===== config.mk =====
export PLATFORM = sky130hd
export DESIGN_NAME = ser2par_param
export DESIGN_NICKNAME = d
export VERILOG_FILES = /design/src/rtl/ser2par_pkg.sv /design/src/rtl/ser2par_param.sv
export SDC_FILE = /design/constraint.sdc
export NUM_CORES = 1
export LEC_CHECK = 0
export BUFFER_PORTS_ARGS = -buffer_cell sky130_fd_sc_hd__buf_2
export CORE_AREA = 2 2 52 54
export CTS_CLUSTER_DIAMETER = 30
export CTS_CLUSTER_SIZE = 16
export DETAILED_ROUTE_END_ITERATION = 8
export DIE_AREA = 0 0 54 56
export GPL_TIMING_DRIVEN = 0
export HOLD_SLACK_MARGIN = 0.1
export PLACE_DENSITY = 0.66
export SLEW_MARGIN = 20
export SYNTH_ARGS = -nofsm -noshare
export SYNTH_HDL_FRONTEND = slang
export SYNTH_SLANG_ARGS = --single-unit

===== constraint.sdc =====
create_clock -name clk -period 4 [get_ports clk]
set_input_delay 0.6 -clock clk [delete_from_list [all_inputs] [get_ports clk]]
set_output_delay 0.6 -clock clk [all_outputs]
set_load 0.1 [all_outputs]

===== src/rtl/ser2par_pkg.sv =====
// Shared constants and helpers for the serial-to-parallel converter.
// Holds the bit-order selectors and the bit-counter width calculation.
package ser2par_pkg;

  localparam int LSB_FIRST = 0;
  localparam int MSB_FIRST = 1;

  // A counter of at least one bit is kept even for the smallest word.
  function automatic int cnt_width(input int width);
    int w;
    w = $clog2(width);
    if (w < 1) begin
      w = 1;
    end else begin
      w = w;
    end
    return w;
  endfunction

endpackage


===== src/rtl/ser2par_param.sv =====
// Serial-to-parallel converter: gathers WIDTH qualified serial bits into a word
// and presents it on a registered valid/ready output with overflow and framing flags.
module ser2par_param
  import ser2par_pkg::*;
#(
  parameter int WIDTH     = 8,
  parameter int MSB_FIRST = 0
) (
  input  logic                          clk,
  input  logic                          rst,
  input  logic                          din,
  input  logic                          valid_in,
  input  logic                          sof_in,
  output logic [WIDTH-1:0]              dout,
  output logic                          valid_out,
  input  logic                          ready_out,
  output logic [cnt_width(WIDTH)-1:0]   bit_cnt,
  output logic                          overflow,
  output logic                          frame_err
);

  localparam int            CW        = cnt_width(WIDTH);
  localparam logic [CW-1:0] LAST      = CW'(WIDTH - 1);
  localparam bit            MSB_ORDER = (MSB_FIRST == ser2par_pkg::MSB_FIRST);

  logic [WIDTH-1:0] asm_r;
  logic [CW-1:0]    bit_cnt_r;
  logic [WIDTH-1:0] dout_r;
  logic             valid_r;
  logic             overflow_r;
  logic             frame_err_r;

  logic [CW-1:0]    cnt_eff_s;
  logic [WIDTH-1:0] base_s;
  logic [CW-1:0]    pos_s;
  logic [WIDTH-1:0] word_s;
  logic             complete_s;
  logic [WIDTH-1:0] asm_next_s;
  logic [CW-1:0]    cnt_next_s;
  logic             frame_err_next_s;
  logic [WIDTH-1:0] dout_next_s;
  logic             valid_next_s;
  logic             overflow_next_s;

  // Assembly path: a start-of-frame restarts the word at bit 0 with a clean register.
  always_comb begin
    cnt_eff_s        = bit_cnt_r;
    base_s           = asm_r;
    asm_next_s       = asm_r;
    cnt_next_s       = bit_cnt_r;
    frame_err_next_s = 1'b0;
    if (sof_in) begin
      cnt_eff_s = '0;
      base_s    = '0;
    end else begin
      cnt_eff_s = bit_cnt_r;
      base_s    = asm_r;
    end
    if (MSB_ORDER) begin
      pos_s = LAST - cnt_eff_s;
    end else begin
      pos_s = cnt_eff_s;
    end
    word_s        = base_s;
    word_s[pos_s] = din;
    complete_s    = valid_in && (cnt_eff_s == LAST);
    if (valid_in) begin
      asm_next_s       = word_s;
      frame_err_next_s = sof_in && (bit_cnt_r != '0);
      if (complete_s) begin
        cnt_next_s = '0;
      end else begin
        cnt_next_s = cnt_eff_s + CW'(1);
      end
    end else begin
      asm_next_s = asm_r;
      cnt_next_s = bit_cnt_r;
    end
  end

  // Output register: a completed word loads when the slot is empty or draining this cycle.
  always_comb begin
    dout_next_s     = dout_r;
    valid_next_s    = valid_r;
    overflow_next_s = 1'b0;
    if (complete_s && (!valid_r || ready_out)) begin
      dout_next_s  = word_s;
      valid_next_s = 1'b1;
    end else if (complete_s) begin
      overflow_next_s = 1'b1;
    end else if (valid_r && ready_out) begin
      valid_next_s = 1'b0;
    end else begin
      valid_next_s = valid_r;
    end
  end

  // State and output registers with synchronous reset.
  always_ff @(posedge clk) begin
    if (rst) begin
      asm_r       <= '0;
      bit_cnt_r   <= '0;
      dout_r      <= '0;
      valid_r     <= 1'b0;
      overflow_r  <= 1'b0;
      frame_err_r <= 1'b0;
    end else begin
      asm_r       <= asm_next_s;
      bit_cnt_r   <= cnt_next_s;
      dout_r      <= dout_next_s;
      valid_r     <= valid_next_s;
      overflow_r  <= overflow_next_s;
      frame_err_r <= frame_err_next_s;
    end
  end

  assign dout      = dout_r;
  assign valid_out = valid_r;
  assign bit_cnt   = bit_cnt_r;
  assign overflow  = overflow_r;
  assign frame_err = frame_err_r;

endmodule


==> results_dict.tcl, run 1 <==
set metrics [dict create \
    die_area_mm2 0.00302 \
    slew_headroom_pct 66.7 \
    status "finished, final reports clean" \
    hold_viol 0 \
    syn2layout_area_growth_pct 17.9 \
    clockBufferDepth 2 \
    cts_hold_buf 0 \
    ys_ff_latch 22 \
    cts_buffers 3 \
    whs_ns 0.473 \
    routed_wirelength_um 2160 \
    grt_pass1_vias 825 \
    fp.dieH_um 56 \
    postCtsSetupBuffers 0 \
    std_cell_rows 18 \
    place_hpwl_um 1520 \
    cts_tree "done" \
    fp.dieW_um 54 \
    cts_resized 0 \
    avgSynthCellArea_um2 9.26 \
    cp.arrival_ns 2.18 \
    cp-start-kind "input port" \
    coreArea_mm2 0.00243 \
    period_share_pct 48.5 \
    final_cell_mix "buf_2, dfxtp_1, o22ai_1, nand2_1, nor2b_1" \
    syn_nets 120 \
    yosysSeqAreaShare_pct 42.5 \
    grt_pass1_wl_um 3710 \
    ioPinCount 20 \
    total_leakage_power_nw 0.508 \
    cap_viol_max_count 0 \
    antenna_found_initial 0 \
    min_from "asm_r[0]$_SDFFE_PP0P_" \
    crit_fanout 10 \
    max_freq_mhz 516 \
    grt_max_degree 14 \
    grt_usage_pct 16.5 \
    synthTopCellsByArea "dfxtp_1, o22ai_1, mux2i_1" \
    synth_cells 112 \
    fin_crit_ns 1.94 \
    n_antenna_cell 0 \
    rrSetupSlack_ns 2.17 \
    firstDrtPassIters 4 \
    synth_top_area_share_pct 42.5 \
    timing.final.max_slew_violations 0 \
    initial_core_util_pct 42.6 \
    reg2reg_depth 7 \
    rr_startpoint "bit_cnt[0]$_SDFFE_PP0P_" \
    htree_levels 1 \
    clock-sinks 22 \
    powerDensity_mw_per_mm2 360 \
    drcViolationCount 0 \
    avgViaCountPerCell 5.21 \
    path_clk_slew_ns 0.13 \
    gp_congestion 0.706 \
    ant_nets 0 \
    fin_skew_ns 0.00330 \
    synth.distinct_cells 26 \
    detail_route.wl_per_cell_um 13.1 \
    first_iter_violations 7 \
    peakVddDrop_v 0.000275 \
    startpoint "sof_in" \
    hp-class "reg -> reg" \
    multiInputGateArea_um2 539 \
    drive_gt1_share_pct 24.4 \
    clk_latency_ns 0.31 \
    worst_slew_pin_slew_ns 0.499 \
    seqCellArea_um2 440 \
    critPathRequiredTime_ns 4.24 \
    finalSetupViolCount 0 \
    fillers 245 \
    critical_path_class "in -> reg" \
    reg2reg_to "dout[3]$_SDFFE_PP0P_" \
    synth_area_mm2 0.00104 \
    end_kind "flip-flop" \
    gr-total-overflow 0 \
    finalSetupTns_ns 0 \
    rsz0062_at_grt "no" \
    post-synth-top-area-cell "dfxtp_1" \
    port_buffers 19 \
    ys_warn_count 0 \
    nets 144 \
    final_common_cell "buf_2" \
    cts_root_buf "clkbuf_4" \
    vias 860 \
    endpoint "dout[0]$_SDFFE_PP0P_" \
]
-- worst min-delay path by stage --
stage / to / slack [ns] / depth (start not counted)
after global placement: asm_r[0]$_SDFFE_PP0P_ / 0.44 / 2
after CTS: asm_r[0]$_SDFFE_PP0P_ / 0.48 / 2
after detailed placement: asm_r[0]$_SDFFE_PP0P_ / 0.46 / 2
final: asm_r[0]$_SDFFE_PP0P_ / 0.47 / 2
after global routing: dout[6]$_SDFFE_PP0P_ / 0.50 / 2
after floorplan: asm_r[0]$_SDFFE_PP0P_ / 0.43 / 2
-- power by group --
part	internal, mW	total (mW)	switching, mW	leakage, nW
sequential	0.222	0.223	0.00115	0.178
clock	0.101	0.173	0.0714	0.0279
combinational	0.0142	0.0445	0.0302	0.302
-- cell type report --
type / count / share of cell area [%]
inverters: 1 / 0.307
clock buffers: 3 / 1.84
clock inverters: 1 / 2.46
plain buffers: 8 / 4.40
repair buffers: 19 / 7.78
multi-input cells: 81 / 44.1
well taps: 30 / 3.07
flip-flops and latches: 22 / 36.0
-- kinds of logic (layout without fill, tap and decap cells) --
| group | count (synthesis) | in the layout | synth area share [%] |
|---|---|---|---|
| adder cells (fa/ha/maj) | 2 | 2 | 2.41 |
| AND/OR/NAND/NOR | 49 | 49 | 28.3 |
| buffers and inverters | 9 | 32 | 5.55 |
| flip-flops | 22 | 22 | 42.5 |
| multiplexers | 8 | 8 | 7.72 |
| AO/OA/AOI/OAI | 22 | 22 | 13.5 |
-- sequential cells by signal, summed over array words and instances, names as in the netlist --
register	cells
dout	8
valid_out	1
overflow	1
frame_err	1
bit_cnt	3
asm_r	8
-- stage by stage --
stage               util (%)  area [um2]  total power [mW]  cells  worst slack [ns]
floorplan                  -        1040             0.261    112              1.70
global placement        48.1        1170             0.271    161              1.73
detailed placement      48.1        1170             0.272    161              1.73
CTS                     50.3        1220             0.445    165              2.05
global route            50.3        1220             0.461    165              1.94
finish                  50.3        1220             0.440    165              2.06
-- metal layers --
layer	track usage [%]	vias up	part of all wire (%)
li1	-	442	-
met1	20.6	396	46
met2	27.2	20	48
met3	5.65	2	5.5
met4	3.21	0	0.37
met5	0	-	0
-- worst max-delay path: stages --
cell and delay (ns):
buf_2 0.14, buf_2 0.23, nor2b_1 0.10, ha_1 0.21, ha_1 0.21, and2_1 0.19, and2_1 0.15, buf_2 0.17
a311oi_2 0.19
-- Yosys cell counts --
cell type and number:
nand3_1 2, nand2_1 11, ha_1 2, buf_6 2, mux2i_1 8, nand3b_1 5
buf_2 4, or3b_1 1, o22ai_1 14, or2b_1 1, a21oi_1 4, nor3_1 1
nor2_1 1, inv_1 1, a211oi_1 1, nand2b_1 9, nor2b_2 1, dfxtp_1 22
nor3b_1 4, nor3_2 1, a311oi_2 1, clkbuf_1 1, and2_1 2, buf_4 1
o21ai_0 2, nor2b_1 10
No activity file was read; power rests on OpenSTA's default activity.
==> inputs of run 2 (changes only) <==
- clock period: 4 -> 1.9 ns (I/O delays scaled with it)
==> run 2 against run 1 <==
  * Power increased by 110%
  * Non-clock buffer count decreased by 1
  * Sequential power increased by 110%
  * Hold slack got worse by 0.27 ns
  * Critical endpoint unchanged
  * Global-route usage decreased by 0.59 points
  * Critical path depth decreased by 2
  * First-iteration DRC count increased by 100%
  * Die area unchanged
==> results_dict.tcl, run 2 (synthesis results as in run 1) <==
set metrics [dict create \
    finalSetupTns_ns 0 \
    antenna_found_initial 0 \
    clock-sinks 22 \
    first_iter_violations 14 \
    final_common_cell "buf_2" \
    fin_crit_ns 1.79 \
    fillers 242 \
    htree_levels 1 \
    period_share_pct 94.2 \
    port_buffers 19 \
    nets 143 \
    gr-total-overflow 0 \
    rsz0062_at_grt "no" \
    whs_ns 0.201 \
    combPwrFrac_pct 10.1 \
    fp.dieW_um 54 \
    fp.dieH_um 56 \
    cts_hold_buf 0 \
    fin_skew_ns 0.00917 \
    finish.utilization_pct 50.7 \
    place_hpwl_um 1510 \
    swShare_pct 22.9 \
    status "finished, final reports clean" \
    cp.arrival_ns 2.02 \
    cap_viol_max_count 0 \
    drive_gt1_share_pct 27.6 \
    reg2reg_depth 7 \
    firstDrtPassIters 4 \
    p_int_uw 709 \
    std_cell_rows 18 \
    final_cell_mix "buf_2, dfxtp_1, o22ai_1, nand2_1, nor2b_1" \
    grt_max_degree 14 \
    n_antenna_cell 0 \
    clockBufferDepth 2 \
    detail_route.wl_per_cell_um 12.9 \
    initial_core_util_pct 42.6 \
    routed_wirelength_um 2120 \
    hold_path_depth 2 \
    layout_setup_ws_ns 0.110 \
    clk_latency_ns 0.31 \
    grt_pass1_wl_um 3640 \
    finalSetupViolCount 0 \
    peakVddDrop_v 0.000556 \
    vias 860 \
    p_clk_share_pct 39.0 \
    worst_slew_pin_slew_ns 0.485 \
    slew_headroom_pct 67.9 \
    total_leakage_power_nw 0.505 \
    die_area_mm2 0.00302 \
    hp-class "in -> reg" \
    syn2layout_area_growth_pct 18.8 \
    hold_viol 0 \
    critical_path_class "reg -> reg" \
    cts_root_buf "clkbuf_4" \
    path_clk_slew_ns 0.13 \
    gp_congestion 0.729 \
    coreArea_mm2 0.00243 \
    crit_fanout 10 \
    cp-start-kind "flip-flop" \
    critPathRequiredTime_ns 2.13 \
    avgViaCountPerCell 5.24 \
    grt_pass1_vias 816 \
    cts_tree "done" \
    powerDensity_mw_per_mm2 746 \
    timing.final.max_slew_violations 0 \
    postCtsSetupBuffers 0 \
    drcViolationCount 0 \
    ioPinCount 20 \
    p_seq_share_pct 50.9 \
    max_freq_mhz 559 \
    end_kind "flip-flop" \
    cts_buffers 3 \
    ant_nets 0 \
    place_ws_ns -0.0380 \
    grt_usage_pct 15.9 \
    power.total_uw 919 \
    power_switching_uw 211 \
]
==> run 2: cell types whose count changed in the layout (fill, tap and decap cells not counted), sizes merged <==
cell,delta
buf,-1
==> run 2: final cells by class <==
type	count	area, um2	area share, %
Multi-Input combinational cell	81	546	44.3
Sequential cell	22	449	36.4
Timing Repair Buffer	19	95.1	7.72
Buffer	7	48.8	3.96
Tap cell	30	37.5	3.05
Clock inverter	1	30.0	2.44
Clock buffer	3	22.5	1.83
Inverter	1	3.75	0.305
==> run 2: power groups by stage <==
stage	clock network (mW)	registers [mW]	logic, mW
4_1_cts	0.369	0.468	0.0936
3_5_place_dp	0	0.478	0.0931
2_1_floorplan	0	0.501	0.0472
6_report	0.358	0.468	0.0933
3_3_place_gp	0	0.478	0.0925
5_1_grt	0.385	0.469	0.100
==> run 2: stage by stage <==
stage,instances,area (um2)
finish,164,1230
global route,164,1230
CTS,165,1230
detailed placement,161,1180
global placement,161,1180
floorplan,112,1050
==> run 2: path summary, 6_finish.rpt <==
path	endpoint	slack [ns]	start
worst max register to register	dout[0]$_SDFFE_PP0P_	0.11	bit_cnt[0]$_SDFFE_PP0P_
worst max-delay path	dout[0]$_SDFFE_PP0P_	0.11	bit_cnt[0]$_SDFFE_PP0P_
worst min-delay path	dout[0]$_SDFFE_PP0P_	0.20	rst
worst min register to register	asm_r[0]$_SDFFE_PP0P_	0.47	asm_r[0]$_SDFFE_PP0P_
==> run 2: repair_timing <==
action,CTS,global route
resized for setup,0,2
setup endpoints to repair,0,8
endpoints found under the hold margin,0,0
==> run 2: critical path, stage by stage (launching register included) <==
cell      delay, ns
dfxtp_4        0.36
buf_6          0.13
nor2b_1        0.14
ha_1           0.21
ha_1           0.21
and2_1         0.19
and2_2         0.27
a311oi_2       0.20
==> run 2: metal layers <==
metal  routed length [um]  part of all wire (%)  vias up  track usage, %
li1                     -                     -      440               -
met1                  965                    46      393            22.2
met2                 1010                    48       22            24.6
met3                  109                   5.1        5            2.42
met4                   34                   1.6        0            5.36
met5                    0                     0        -               0
